--- src/rtl/image_link_pkg.sv ---
// Shared definitions for the image link: FSM state encoding (common with the
// sender side) and the packed RGB pixel type.
package image_link_pkg;

    typedef enum logic [2:0] {
        ST_IDLE  = 3'd0,
        ST_GET_R = 3'd1,
        ST_GET_G = 3'd2,
        ST_GET_B = 3'd3,
        ST_DRAIN = 3'd4,
        ST_DONE  = 3'd5,
        ST_ERR   = 3'd7
    } link_state_t;

    typedef struct packed {
        logic [7:0] r;
        logic [7:0] g;
        logic [7:0] b;
    } pixel_t;

endpackage

--- src/rtl/rx_byte_strobe.sv ---
// Rising-edge detector on the UART rxDone level: one strobe per received byte,
// no matter how long rxDone stays high.
module rx_byte_strobe (
    input  logic clk,
    input  logic rst,
    input  logic rx_done,
    output logic byte_stb
);

    logic rx_done_q;

    // Delayed copy of rxDone for edge detection.
    always_ff @(posedge clk or posedge rst) begin
        if (rst) rx_done_q <= 1'b0;
        else     rx_done_q <= rx_done;
    end

    assign byte_stb = rx_done && !rx_done_q;

endmodule

--- src/rtl/image_receiver.sv ---
// Assembles R,G,B byte triplets from the UART receiver into 24-bit pixels and
// hands them to the SDRAM write FIFO through a one-deep valid/ready register.
//
// state    | meaning
// ---------+-------------------------------------------------------------
// IDLE     | rdy high, waiting for en
// GET_R    | collecting R byte (output register may still be pending)
// GET_G    | collecting G byte
// GET_B    | collecting B byte, then load the output register
// DRAIN    | last pixel loaded, waiting for the FIFO to take it
// DONE     | one-cycle done pulse
// ERR      | aborted frame (rxErr, overflow or en dropped); wait for en=0
module image_receiver
    import image_link_pkg::*;
#(
    parameter int WIDTH  = 640,
    parameter int HEIGHT = 480
) (
    input  logic        clk,
    input  logic        rst,
    input  logic        en,
    output logic        rdy,
    output logic        done,
    output logic        err,
    output logic        rxEn,
    input  logic [7:0]  rx_data,
    input  logic        rxDone,
    input  logic        rxErr,
    output logic [23:0] pix_data,
    output logic        pix_valid,
    input  logic        pix_ready
);

    localparam int FRAME = WIDTH * HEIGHT;
    localparam int CW    = $clog2(FRAME + 1);

    link_state_t   state;
    pixel_t        rgb_q;
    logic [CW-1:0] pix_cnt;
    logic          byte_stb;
    logic          accept;
    logic [CW:0]   loaded;
    logic          last_pix;

    rx_byte_strobe u_stb (
        .clk      (clk),
        .rst      (rst),
        .rx_done  (rxDone),
        .byte_stb (byte_stb)
    );

    assign accept = pix_valid && pix_ready;

    // Pixels already handed over or still pending; the one being loaded is
    // the last when this equals FRAME-1.
    assign loaded   = {1'b0, pix_cnt} + {{CW{1'b0}}, pix_valid};
    assign last_pix = (loaded == (CW+1)'(FRAME - 1));

    // Frame FSM with registered handshake outputs, pixel counter and output register.
    always_ff @(posedge clk or posedge rst) begin
        if (rst) begin
            state     <= ST_IDLE;
            rdy       <= 1'b1;
            done      <= 1'b0;
            err       <= 1'b0;
            rxEn      <= 1'b0;
            pix_data  <= '0;
            pix_valid <= 1'b0;
            pix_cnt   <= '0;
            rgb_q     <= '0;
        end else begin
            done <= 1'b0;
            if (accept) begin
                pix_valid <= 1'b0;
                pix_cnt   <= pix_cnt + CW'(1);
            end
            case (state)
                ST_IDLE: begin
                    if (en) begin
                        state   <= ST_GET_R;
                        rdy     <= 1'b0;
                        rxEn    <= 1'b1;
                        pix_cnt <= '0;
                    end
                end
                ST_GET_R, ST_GET_G, ST_GET_B: begin
                    if (rxErr || !en) begin
                        state     <= ST_ERR;
                        err       <= 1'b1;
                        rxEn      <= 1'b0;
                        pix_valid <= 1'b0;
                    end else if (byte_stb) begin
                        if (state == ST_GET_R) begin
                            rgb_q.r <= rx_data;
                            state   <= ST_GET_G;
                        end else if (state == ST_GET_G) begin
                            rgb_q.g <= rx_data;
                            state   <= ST_GET_B;
                        end else if (pix_valid && !pix_ready) begin
                            // Output register still full: the pending pixel is dropped.
                            state     <= ST_ERR;
                            err       <= 1'b1;
                            rxEn      <= 1'b0;
                            pix_valid <= 1'b0;
                        end else begin
                            pix_data  <= {rgb_q.r, rgb_q.g, rx_data};
                            pix_valid <= 1'b1;
                            if (last_pix) begin
                                state <= ST_DRAIN;
                                rxEn  <= 1'b0;
                            end else begin
                                state <= ST_GET_R;
                            end
                        end
                    end
                end
                ST_DRAIN: begin
                    if (accept) begin
                        state <= ST_DONE;
                        done  <= 1'b1;
                    end
                end
                ST_DONE: begin
                    state <= ST_IDLE;
                    rdy   <= 1'b1;
                end
                ST_ERR: begin
                    pix_valid <= 1'b0;
                    if (!en) begin
                        state <= ST_IDLE;
                        err   <= 1'b0;
                        rdy   <= 1'b1;
                    end
                end
                default: begin
                    state <= ST_IDLE;
                    rdy   <= 1'b1;
                    rxEn  <= 1'b0;
                end
            endcase
        end
    end

endmodule

--- config.mk ---
export PLATFORM = sky130hd
export DESIGN_NAME = image_receiver
export DESIGN_NICKNAME = d
export VERILOG_FILES = /design/src/rtl/image_link_pkg.sv /design/src/rtl/rx_byte_strobe.sv /design/src/rtl/image_receiver.sv
export SDC_FILE = /design/constraint.sdc
export NUM_CORES = 1
export LEC_CHECK = 0
export ABC_CLOCK_PERIOD_IN_PS = 4700
export CAP_MARGIN = 20
export CORE_MARGIN = 2
export CORE_UTILIZATION = 50
export DETAILED_ROUTE_END_ITERATION = 16
export PLACE_DENSITY = 0.76
export SYNTH_ARGS = -nofsm -noshare
export SYNTH_HDL_FRONTEND = slang
export SYNTH_HIERARCHICAL = 1
export SYNTH_SLANG_ARGS = --single-unit
--- constraint.sdc ---
create_clock -name clk -period 4.7 [get_ports clk]
set_input_delay 0.94 -clock clk [delete_from_list [all_inputs] [get_ports clk]]
set_output_delay 0.94 -clock clk [all_outputs]
set_load 0.02 [all_outputs]
# == Yosys cells after proc, flatten, opt, wreduce, memory -nomap -nowiden ==
# Index checks and enable logic that the tools add are counted.
# op_classes
n_reduce_logical,19
add_sub_neg,2
eq_ne,15
mux,40
bitwise_logic,6
# op_table
op,count
2-to-1 mux 19 bit,3
2-to-1 mux 3 bit,9
2-to-1 mux 1 bit,23
adder 19 x 1 -> 20 bit,1
"equality test 20 x 19 -> 1 bit, second input constant",1
"adder 19 x 1 -> 19 bit, second input constant",1
AND reduction 6 bit,3
"!= test 3 bit, second input constant",4
case mux 3 bit (4 select lines),1
"equality test 3 bit, second input constant",3
AND reduction 4 bit,2
"equality test 3 x 2 -> 1 bit, second input constant",2
"!= test 2 bit, second input constant",3
NOT 1 bit,6
case mux 1 bit (3 select lines),2
OR reduction 3 bit,2
AND reduction 5 bit,1
"!= test 4 bit, second input constant",1
case mux 1 bit (2 select lines),2
OR reduction 4 bit,1
"equality test 3 x 1 -> 1 bit, second input constant",1
logical AND 1 bit,3
zero test 1 bit,3
zero test 3 bit,1
other kinds (3),3
# totals
wordCells,93
regBits,68

# == Longest topological paths before layout ==
# Gate-level depths: netlist of the first run.
# depth
word_depth,9
mapped_depth,8
ltp_nobuf,8

# == Hierarchy ==
# Netlist of the first run, hierarchy kept.
# by_module_without_submodules
module,cells_per_inst,n_inst,area_per_inst_um2,seq_area_each_um2
image_receiver,280,1,3158.0,1677.9
rx_byte_strobe,3,1,42.5,25.0

# == Least setup slack after synthesis of the first run ==
# OpenSTA, ideal clock, no wires.
# synth_path
kind,register to register
start,reg pix_valid
end,reg rxEn
arrival_ns,2.238
setup_slack_ns,2.342
path_stages_with_launch,9
setup_time_ns,0.120
required_ns,4.580
n_path_buf,0
cell_sequence,dfrtp_1 ha_1 ha_1 nand2_1 nor4_1 xnor2_1 nand4_1 or4_4 a41o_1
# synth_via
elab_chain_cells,7
# synth_rtl
item,line_no,text
from (decl),image_receiver.sv:30,"output logic pix_valid,"
from (signal assigned),image_receiver.sv:68,pix_valid <= 1'b0;
from (signal assigned),image_receiver.sv:74,pix_valid <= 1'b0;
from (signal assigned),image_receiver.sv:91,pix_valid <= 1'b0;
"parallel branches: the longest is 7 deep, another holds adder 19 x 1 -> 20 bit",--,
to (signal assigned),image_receiver.sv:82,rxEn <= 1'b1;
to (signal assigned),image_receiver.sv:90,rxEn <= 1'b0;
to (signal assigned),image_receiver.sv:103,rxEn <= 1'b0;
to (decl),image_receiver.sv:25,"output logic rxEn,"
# Several ways; the timed one is not identified. The select of a mux whose other input is x is not followed.
# A chain may end at the register's enable or synchronous reset.

# == Worst setup path after layout of the first run ==
# layout_path
start,in en
end,reg rgb_q[12] in the netlist's numbering
# layout_via
elab_chain_cells,4
# layout_rtl
item,line_no,text
from (decl),image_receiver.sv:21,"input logic en,"
zero test 1 bit,--,
logical OR 1 bit,image_receiver.sv:87,if (rxErr || !en) begin
NOT 1 bit (no line),--,
AND reduction 5 bit (no line),--,
to (decl),image_receiver.sv:38,pixel_t rgb_q;
# Every way passes these cells.

==> results by group, run 1 <==
CTS
  – CTS Hold Bufs: 0
  – Post-CTS Setup Bufs: 0
  – Largest buffer count on any clock path: 2
  – Clock slew at reported path FFs: 70 ps
  – Resized cells post-CTS: 0
  – H-tree depth: 3
  – Clock tree from TritonCTS: done
  – Num CTS Buffers: 9
  – Clk sinks: 68
  – Clk_lat worst skew: 340 ps
  – Root Driver: clkbuf_8

Floorplan
  – Starting Density: 51.0%
  – Core region area: 6280 µm²
  – Die width: 84.0 µm
  – Placement Rows: 29
  – Full die area: 7060 µm²
  – Chip Height: 84.0 µm
  – I/O pin cnt: 43

Place
  – Final HPWL DP: 4.10 mm
  – IO buf count: 42
  – GP Congestion: 0.874

Finish
  – Multi-input logic area: 1430 µm²
  – Nets: 343
  – Register Area: 1700 µm²
  – N_diodes: 0
  – # fillers: 488
  – Share of layout cells above drive strength 1: 19.9%
  – Layout area overhead: 22.0%

Drt
  – Via/cell ratio: 5.45
  – DR iter-0 viols: 81
  – Via Count: 2,224
  – Routed met3 length: 217 µm
  – Residual DRC: 0
  – Wirelength per Cell: 14.8 µm
  – Drt pass-1 iters: 4
  – Drt total wl: 6.03 mm
  – Antenna viol nets, final: 0
  – Metal-1 WL: 2.97 mm
  – Highest routed layer: met4
  – DR WL met2: 2.75 mm

Timing
  – Pins over their slew limit: 0
  – RSZ-0062 raised after global routing: no
  – Min cycle time layout: 2820 ps
  – Headroom to the max-slew limit: 38.2%
  – Final Setup Violations: 0
  – Part of the cycle the worst path needs: 60.1%
  – Max Fclk: 354 MHz
  – Setup TNS: 0 ps
  – Final Skew: 6.65 ps
  – Hold Vio Cnt, Final: 0
  – Worst-Margin Slew: 925 ps

Power and ir drop
  – VDD IR max: 0.233 mV
  – Pleak: 0.00180 µW
  – PwrDens: 291 nW/µm²
  – Power, Total: 1140 µW

Min path
  – Hold Path Class: reg -> reg

Critical path
  – Required time of the critical path: 4920 ps
  – Worst-path maximum fanout: 11
  – WP data arrival: 3050 ps
  – Setup CP Type: in -> reg
  – CP Launch Type: primary input
  – CP endpoint kind: flip-flop

Synthesis
  – Most frequent cells after synthesis: dfrtp_1, mux2_2, nor2_1
  – Synth Register Bits: 68
  – Most used flip-flop cell after synthesis: dfrtp_1
  – Seq/Total Area, Yosys: 53.2%
  – Synthesized netlist cell count: 283
  – Avg Inst Size Synth: 11.3 µm²
  – Syn Nets: 300
  – Area share of the largest cell type after synthesis: 52.4%
  – Synth area leader: dfrtp_1
  – Synth unique cells: 44
  – Post-synth EDFFs: 0
  – YS warnings: 6
  – Ys async rst share: 100%
  – Mapped Area: 3200 µm²
  – Top cells by area, synth: dfrtp_1, mux2_2, nor2_1
  – Most frequent cell after synthesis: dfrtp_1

GRT
  – Initial antenna violation count: 0
  – First-pass GRT wire length: 10.0 mm
  – Vias in the first global route: 2,144
  – Largest net degree at the start of global routing: 46
  – Gr usage total: 18.0%
  – Grt ovf: 0

Run status
  – Outcome: completed

Run
  – Max cap viols: 0
sequential cells by signal, summed over array words and instances, names as in the netlist:
signal           count
pix_data            24
pix_cnt             19
rgb_q               16
state                3
done                 1
err                  1
pix_valid            1
rdy                  1
rxEn                 1
u_stb/rx_done_q      1
cells in the final DEF, fill, tap and decap left out, types with 3 or more instances in the layout:
cell             count
and3_1               3
mux2_2              40
nor3_1               8
dfrtp_1             67
clkdlybuf4s50_1     42
clkbuf_8             9
nor3b_1              3
nand4_1              8
nand3_1             10
a21oi_1              9
xor2_1              13
buf_4                3
inv_1                3
ha_1                 3
nor2_1              31
nand2_1             19
o21ai_0              8
a31oi_1              3
xnor2_1             10
report_power, final:
part	internal, µW	switching (µW)
clock	299	221
sequential	585	0.344
combinational	12.3	18.9
total	896	240
kinds of logic (layout without fill, tap and decap cells):
logic type,count (synthesis),count (layout),synth area share [%]
AND/OR/NAND/NOR,99,99,16.5
buffers and inverters,17,65,2.11
multiplexers,42,42,14.7
AO/OA/AOI/OAI,31,31,5.98
XOR/XNOR,23,23,6.29
flip-flops,68,68,53.2
adder cells (fa/ha/maj),3,3,1.17
through the flow:
stage	util, %	hold slack, ps	area [µm²]	std cells	setup WS (ps)
finish	62.2	489	3900	408	1880
global route	62.2	505	3900	408	1760
CTS	62.2	494	3900	408	1920
detailed placement	58.7	482	3690	392	1580
global placement	58.7	474	3690	392	1660
floorplan	-	475	3200	283	2080
routing by layer:
| metal | vias to the layer above | track usage (%) |
|---|---|---|
| li1 | 1089 | - |
| met1 | 1084 | 25.0 |
| met2 | 42 | 27.1 |
| met3 | 9 | 4.15 |
| met4 | 0 | 7.77 |
| met5 | - | 0 |
worst max-delay path, stage by stage:
cell	delay, ps
clkdlybuf4s50_1	610
nand2b_1	260
nor3b_1	400
nand3b_1	410
mux2_2	420
path summary, 6_finish.rpt:
kind,startpoint,to,slack [ps],cells past startpoint
setup / recovery,en,rgb_q[12]$_DFFE_PP0P_,1880,5
setup reg to reg,pix_valid$_DFF_PP0_,rxEn$_DFFE_PP0P_,2220,8
min in group asynchronous,rst,u_stb/rx_done_q$_DFF_PP0_,770,2
max in group asynchronous,rst,pix_cnt[17]$_DFF_PP0_,2690,3
hold / removal,rdy$_DFFE_PP1P_,rdy$_DFFE_PP1P_,490,2
hold reg to reg,rdy$_DFFE_PP1P_,rdy$_DFFE_PP1P_,490,2
final cells by class:
type | instances | area share (%)
sequential | 68 | 43.6
timing repair buffer | 45 | 11.3
multi-input combinational | 198 | 36.6
tap | 77 | 2.47
inverter | 4 | 0.385
clock buffer | 10 | 3.27
clock inverter | 6 | 2.28
(Power assumes the default switching activity.)
==> run 2, diff against run 1 <==
--- a/config.mk
+++ b/config.mk
@@ -5,7 +5,7 @@
 export SDC_FILE = /design/constraint.sdc
 export NUM_CORES = 1
 export LEC_CHECK = 0
-export ABC_CLOCK_PERIOD_IN_PS = 4700
+export ABC_CLOCK_PERIOD_IN_PS = 2750
 export CAP_MARGIN = 20
 export CORE_MARGIN = 2
 export CORE_UTILIZATION = 50
==> constraint.sdc (replaced) <==
create_clock -name clk -period 2.75 [get_ports clk]
set_input_delay 0.55 -clock clk [delete_from_list [all_inputs] [get_ports clk]]
set_output_delay 0.55 -clock clk [all_outputs]
set_load 0.02 [all_outputs]
==> results by group, run 2 (synthesis gave the netlist of run 1 again) <==
CTS
  – Clk sinks: 68 (unchanged)
  – Num CTS Buffers: 9 (unchanged)
  – CTS Hold Bufs: 0 (unchanged)
  – Largest buffer count on any clock path: 2 (unchanged)
  – Root Driver: clkbuf_8 (unchanged)
  – Clock slew at reported path FFs: 70 ps (about the same)
  – Post-CTS Setup Bufs: 0 (unchanged)
  – H-tree depth: 3 (unchanged)
  – Clk_lat worst skew: 350 ps (was 340 ps)
  – Resized cells post-CTS: 0 (unchanged)
  – Clock tree from TritonCTS: done (unchanged)

GRT
  – First-pass GRT wire length: 10.8 mm (was 10.0 mm)
  – Gr usage total: 19.3% (was 18.0%)
  – Grt ovf: 0 (unchanged)
  – Initial antenna violation count: 0 (unchanged)
  – Largest net degree at the start of global routing: 51 (was 46)
  – Vias in the first global route: 2,273 (was 2,144)

Drt
  – Wirelength per Cell: 15.8 µm (was 14.8 µm)
  – Residual DRC: 0 (unchanged)
  – Antenna viol nets, final: 0 (unchanged)
  – DR iter-0 viols: 136 (was 81)
  – Drt pass-1 iters: 4 (unchanged)
  – Drt total wl: 6.48 mm (was 6.03 mm)
  – Via Count: 2,271 (was 2,224)
  – Via/cell ratio: 5.53 (was 5.45)

Critical path
  – Worst-path maximum fanout: 4 (was 11)
  – CP endpoint kind: flip-flop (unchanged)
  – WP data arrival: 2710 ps (was 3050 ps)
  – Required time of the critical path: 2990 ps (was 4920 ps)
  – Setup CP Type: reg -> reg (was in -> reg)
  – CP Launch Type: flip-flop (was primary input)

Timing
  – Max Fclk: 406 MHz
  – Headroom to the max-slew limit: 64.1% (was 38.2%)
  – RSZ-0062 raised after global routing: no (unchanged)
  – Hold Vio Cnt, Final: 0 (unchanged)
  – Final Skew: 11.0 ps (was 6.65 ps)
  – Setup TNS: 0 ps (unchanged)
  – Pins over their slew limit: 0 (unchanged)
  – Worst-Margin Slew: 538 ps (was 925 ps)
  – Min cycle time layout: 2460 ps
  – Part of the cycle the worst path needs: 89.6%
  – Final Setup Violations: 0 (unchanged)

Run
  – Max cap viols: 0 (unchanged)

Power and ir drop
  – Sw Ratio: 19.8% (was 21.1%)
  – Register share of total power: 46.8% (was 51.5%)
  – Power, Total: 2140 µW (was 1140 µW)
  – Combinational power share: 2.7% (about the same)
  – PwrDens: 536 nW/µm² (was 291 nW/µm²)
  – Clk pwr share: 50.5% (was 45.7%)
  – P_int: 1720 µW (was 896 µW)
  – Switching pwr: 423 µW (was 240 µW)
  – VDD IR max: 0.476 mV (was 0.233 mV)
  – Pleak: 0.00185 µW (was 0.00180 µW)

Floorplan
  – Placement Rows: 29 (unchanged)
  – Die width: 84.0 µm (unchanged)
  – Starting Density: 51.0% (unchanged)
  – Full die area: 7060 µm² (unchanged)
  – I/O pin cnt: 43 (unchanged)
  – Core region area: 6280 µm² (unchanged)
  – Chip Height: 84.0 µm (unchanged)

Finish
  – Register with the most flip-flops: pix_data (unchanged)
  – Multi-input logic area: 1430 µm² (unchanged)
  – Register Area: 1700 µm² (unchanged)
  – Top Registers: pix_data: 24 flops, pix_cnt: 19 flops, rgb_q: 16 flops (unchanged)
  – Commonest non-fill, non-tap cell in the layout: dfrtp_1 (unchanged)
  – Share of layout cells above drive strength 1: 21.0% (was 19.9%)
  – Max reg flops: 24 (unchanged)
  – Nets: 347 (was 343)
  – Most frequent cells in the layout: dfrtp_1, clkdlybuf4s50_1, mux2_2 (unchanged)
  – N_diodes: 0 (unchanged)
  – # fillers: 485 (was 488)
  – Layout area overhead: 24.7% (was 22.0%)

Place
  – IO buf count: 42 (unchanged)
  – GP Congestion: 0.883 (was 0.874)
  – Final HPWL DP: 4.30 mm (was 4.10 mm)

Min path
  – Hold Path Class: in -> async (was reg -> reg)

Run status
  – Outcome: completed (unchanged)
==> run 2: changes by cell type in the layout (fill, tap and decap cells not counted), sizes merged <==
cell / delta
buf: +4
clkbuf: -1
bufinv: +2
clkinvlp: -2
==> run 2: critical path, stage by stage (launching register included) <==
cell and delay (ps):
dfrtp_1 430, ha_1 220, ha_1 190, nand2_1 100
nor4_1 320, xnor2_1 170, nand4_1 120, or4_4 570
a41o_1 240
==> run 2: worst paths after layout <==
| path | from | to | slack (ps) | depth (start not counted) |
|---|---|---|---|---|
| setup / recovery | pix_cnt[0]$_DFF_PP0_ | rxEn$_DFFE_PP0P_ | 290 | 8 |
| setup reg to reg | pix_cnt[0]$_DFF_PP0_ | rxEn$_DFFE_PP0P_ | 290 | 8 |
| max in group asynchronous | rst | rgb_q[8]$_DFFE_PP0P_ | 1600 | 3 |
| min in group clk | rdy$_DFFE_PP1P_ | rdy$_DFFE_PP1P_ | 480 | 2 |
| hold / removal | rst | u_stb/rx_done_q$_DFF_PP0_ | 370 | 2 |
| hold reg to reg | rdy$_DFFE_PP1P_ | rdy$_DFFE_PP1P_ | 480 | 2 |
==> run 2: through the flow <==
stage | area [µm²] | hold WS (ps) | util, % | setup WS (ps) | instances
detailed placement | 3730 | 478 | 59.4 | 209 | 396
floorplan | 3200 | 279 | - | 392 | 283
global route | 3990 | 369 | 63.6 | 83.5 | 411
finish | 3990 | 369 | 63.6 | 285 | 411
CTS | 3990 | 367 | 63.6 | 281 | 411
global placement | 3730 | 474 | 59.4 | 243 | 396
==> run 2: power by group through the flow <==
stage	sequential (µW)	combinational (µW)	clock, µW
floorplan	1020	22.2	0
global placement	1020	57.8	0
detailed placement	1020	58.3	0
CTS	1000	58.7	1100
global route	1000	64.2	1130
finish	1000	57.3	1080
==> run 2: area by class of cell <==
type | instances | area share [%]
sequential | 68 | 42.7
inverter | 4 | 0.376
multi-input combinational | 198 | 35.8
timing repair buffer | 49 | 12.2
tap | 77 | 2.41
clock inverter | 6 | 3.45
clock buffer | 9 | 3.10
==> run 2: routing by layer <==
| layer | vias up | share of wire, % | global-route usage, % |
|---|---|---|---|
| met5 | - | 0 | 0 |
| met4 | 0 | 1.5 | 9.09 |
| met3 | 10 | 5.6 | 5.93 |
| met2 | 68 | 47 | 28.7 |
| met1 | 1099 | 46 | 25.9 |
| li1 | 1094 | - | - |
==> run 3, diff against run 2 <==
--- a/config.mk
+++ b/config.mk
@@ -7,10 +7,12 @@
 export LEC_CHECK = 0
 export ABC_CLOCK_PERIOD_IN_PS = 2750
 export CAP_MARGIN = 20
+export CELL_PAD_IN_SITES_DETAIL_PLACEMENT = 1
+export CELL_PAD_IN_SITES_GLOBAL_PLACEMENT = 1
 export CORE_MARGIN = 2
-export CORE_UTILIZATION = 50
+export CORE_UTILIZATION = 43
 export DETAILED_ROUTE_END_ITERATION = 16
-export PLACE_DENSITY = 0.76
+export PLACE_DENSITY = 0.81
 export SYNTH_ARGS = -nofsm -noshare
 export SYNTH_HDL_FRONTEND = slang
 export SYNTH_HIERARCHICAL = 1
==> results by group, run 3 (synthesis gave the netlist of run 1 again) <==
Place
  – GP Congestion: 0.802 (was 0.883)
  – IO buf count: 42 (unchanged)
  – Final HPWL DP: 5.20 mm (was 4.30 mm)
  – Pre-CTS setup slack: 152 ps (was 209 ps)

Drt
  – DR iter-0 viols: 101 (was 136)
  – Drt total wl: 7.44 mm (was 6.48 mm)
  – Via/cell ratio: 5.33 (was 5.53)
  – Antenna viol nets, final: 0 (unchanged)
  – Residual DRC: 0 (unchanged)
  – Drt pass-1 iters: 4 (unchanged)
  – Via Count: 2,319 (was 2,271)
  – Wirelength per Cell: 17.1 µm (was 15.8 µm)

Finish
  – Most frequent cells in the layout: dfrtp_1, clkdlybuf4s50_1, mux2_2 (unchanged)
  – Utilization after layout: 55.1% (was 63.6%)
  – Nets: 348 (was 347)
  – N_diodes: 0 (unchanged)
  – Max reg flops: 24 (unchanged)
  – Layout area overhead: 24.2% (was 24.7%)
  – Top Registers: pix_data: 24 flops, pix_cnt: 19 flops, rgb_q: 16 flops (unchanged)
  – Register with the most flip-flops: pix_data (unchanged)
  – Commonest non-fill, non-tap cell in the layout: dfrtp_1 (unchanged)
  – Share of layout cells above drive strength 1: 21.7% (was 21.0%)

Timing
  – Headroom to the max-slew limit: 56.8% (was 64.1%)
  – RSZ-0062 raised after global routing: no (unchanged)
  – Final Skew: 12.3 ps (was 11.0 ps)
  – Max Fclk: 409 MHz (was 406 MHz)
  – Part of the cycle the worst path needs: 88.9% (was 89.6%)
  – Pins over their slew limit: 0 (unchanged)
  – Hold Vio Cnt, Final: 0 (unchanged)
  – Min cycle time layout: 2440 ps (was 2460 ps)
  – Setup ws final: 305 ps (was 285 ps)
  – Setup TNS: 0 ps (unchanged)
  – Worst-Margin Slew: 648 ps (was 538 ps)
  – Final Setup Violations: 0 (unchanged)

Critical path
  – Reg2reg path depth: 8 (unchanged)
  – CP bufs+invs: 0 (unchanged)
  – Setup CP Type: reg -> reg (unchanged)
  – WP depth: 8 (unchanged)
  – Worst-path maximum fanout: 4 (unchanged)
  – Reg-to-reg endpoint: rxEn$_DFFE_PP0P_ (unchanged)
  – CP most frequent cell: ha_1 (unchanged)
  – Critical path's largest stage delay: 570 ps (about the same)
  – Required time of the critical path: 2990 ps (about the same)
  – Setup crit start: pix_cnt[0]$_DFF_PP0_ (unchanged)
  – Crit path max-delay cell type: or4_4 (unchanged)
  – Worst r2r src: pix_cnt[0]$_DFF_PP0_ (unchanged)
  – Cell family with most CP delay: simple AND/OR/NAND/NOR gates (unchanged)
  – WP data arrival: 2680 ps (was 2710 ps)
  – CP endpoint kind: flip-flop (unchanged)
  – CP Launch Type: flip-flop (unchanged)
  – Flop-to-flop setup slack: 310 ps (was 290 ps)
  – Cell breakdown of the critical path: ha_1, ha_1, nand2_1, nor4_1, xnor2_1, nand4_1, or4_4, a41o_1 (unchanged)

CTS
  – Clock tree from TritonCTS: done (unchanged)
  – CTS Hold Bufs: 0 (unchanged)
  – Clock slew at reported path FFs: 80 ps (was 70 ps)
  – Clk_lat worst skew: 350 ps (about the same)
  – Clk sinks: 68 (unchanged)
  – Post-CTS Setup Bufs: 0 (unchanged)
  – Root Driver: clkbuf_8 (unchanged)
  – Largest buffer count on any clock path: 2 (unchanged)
  – Num CTS Buffers: 9 (unchanged)
  – Resized cells post-CTS: 0 (unchanged)
  – H-tree depth: 3 (unchanged)

Floorplan
  – Die width: 90.3 µm (was 84.0 µm)
  – Placement Rows: 31 (was 29)
  – Starting Density: 44.4% (was 51.0%)
  – I/O pin cnt: 43 (unchanged)
  – Chip Height: 90.3 µm (was 84.0 µm)
  – Core region area: 7210 µm² (was 6280 µm²)
  – Full die area: 8150 µm² (was 7060 µm²)

GRT
  – Grt ovf: 0 (unchanged)
  – Largest net degree at the start of global routing: 41 (was 51)
  – Initial antenna violation count: 0 (unchanged)
  – Vias in the first global route: 2,470 (was 2,273)
  – First-pass GRT wire length: 12.8 mm (was 10.8 mm)
  – Gr usage total: 19.8% (was 19.3%)

Run status
  – Outcome: completed (unchanged)

Power and ir drop
  – Combinational power share: 3.1% (was 2.7%)
  – Sw Ratio: 24.3% (was 19.8%)
  – Register share of total power: 52.0% (was 46.8%)
  – Clk pwr share: 44.9% (was 50.5%)
  – PwrDens: 484 nW/µm² (was 536 nW/µm²)
  – P_int: 1460 µW (was 1720 µW)
  – Switching pwr: 466 µW (was 423 µW)
  – Pleak: 0.00182 µW (was 0.00185 µW)
  – VDD IR max: 0.198 mV (was 0.476 mV)

Min path
  – Hold Path Class: in -> async (unchanged)

Run
  – Max cap viols: 0 (unchanged)
[run 3: power by group through the flow]
stage | Combinational [µW] | Clock [µW] | Sequential (µW)
2_1_floorplan | 22.2 | 0 | 1020
3_3_place_gp | 59.7 | 0 | 1020
3_5_place_dp | 60.7 | 0 | 1020
4_1_cts | 61.3 | 883 | 1000
5_1_grt | 66.6 | 940 | 1000
6_report | 59.1 | 863 | 1000
[run 3: through the flow]
step,total power [µW],hold WS [ps],cell area (µm²),std cells
floorplan,1040,279,3200,283
global placement,1080,468,3770,419
detailed placement,1080,485,3770,419
CTS,1940,377,3970,435
global route,2010,382,3970,435
finish,1920,388,3970,435
[run 3: layout make-up]
| class | instances | area [µm²] |
|---|---|---|
| Inverter | 4 | 15.0 |
| Timing Repair Buffer | 50 | 493 |
| Tap cell | 99 | 124 |
| Fill cell | 795 | 3240 |
| Multi-Input combinational cell | 198 | 1440 |
| Sequential cell | 68 | 1700 |
| Clock inverter | 7 | 80.1 |
| Clock buffer | 9 | 124 |
[run 3: how the worst max path moves through the flow]
| stage | end | slack, ps |
|---|---|---|
| 3_3_place_gp | rgb_q[18]$_DFFE_PP0P_ | 300 |
| 3_5_place_dp | rgb_q[17]$_DFFE_PP0P_ | 150 |
| 2_1_floorplan | rxEn$_DFFE_PP0P_ | 390 |
| 6_report | rxEn$_DFFE_PP0P_ | 310 |
| 4_1_cts | rxEn$_DFFE_PP0P_ | 320 |
| 5_1_grt | rxEn$_DFFE_PP0P_ | 190 |
[run 3: worst reg2reg max path, stage by stage (launching register included)]
cell and delay [ps]:
dfrtp_1 440, ha_1 220, ha_1 200, nand2_1 100
nor4_1 310, xnor2_1 160, nand4_1 100, or4_4 570
a41o_1 240
[run 3: routing by layer]
layer / share of wire (%) / track usage (%) / vias up / routed length (µm)
met1: 45 / 26.5 / 1174 / 3350
li1: - / - / 1093 / -
met3: 3.1 / 4.26 / 9 / 227
met4: 1.1 / 6.67 / 0 / 80
met5: 0 / 0 / - / 0
met2: 51 / 32.3 / 43 / 3780
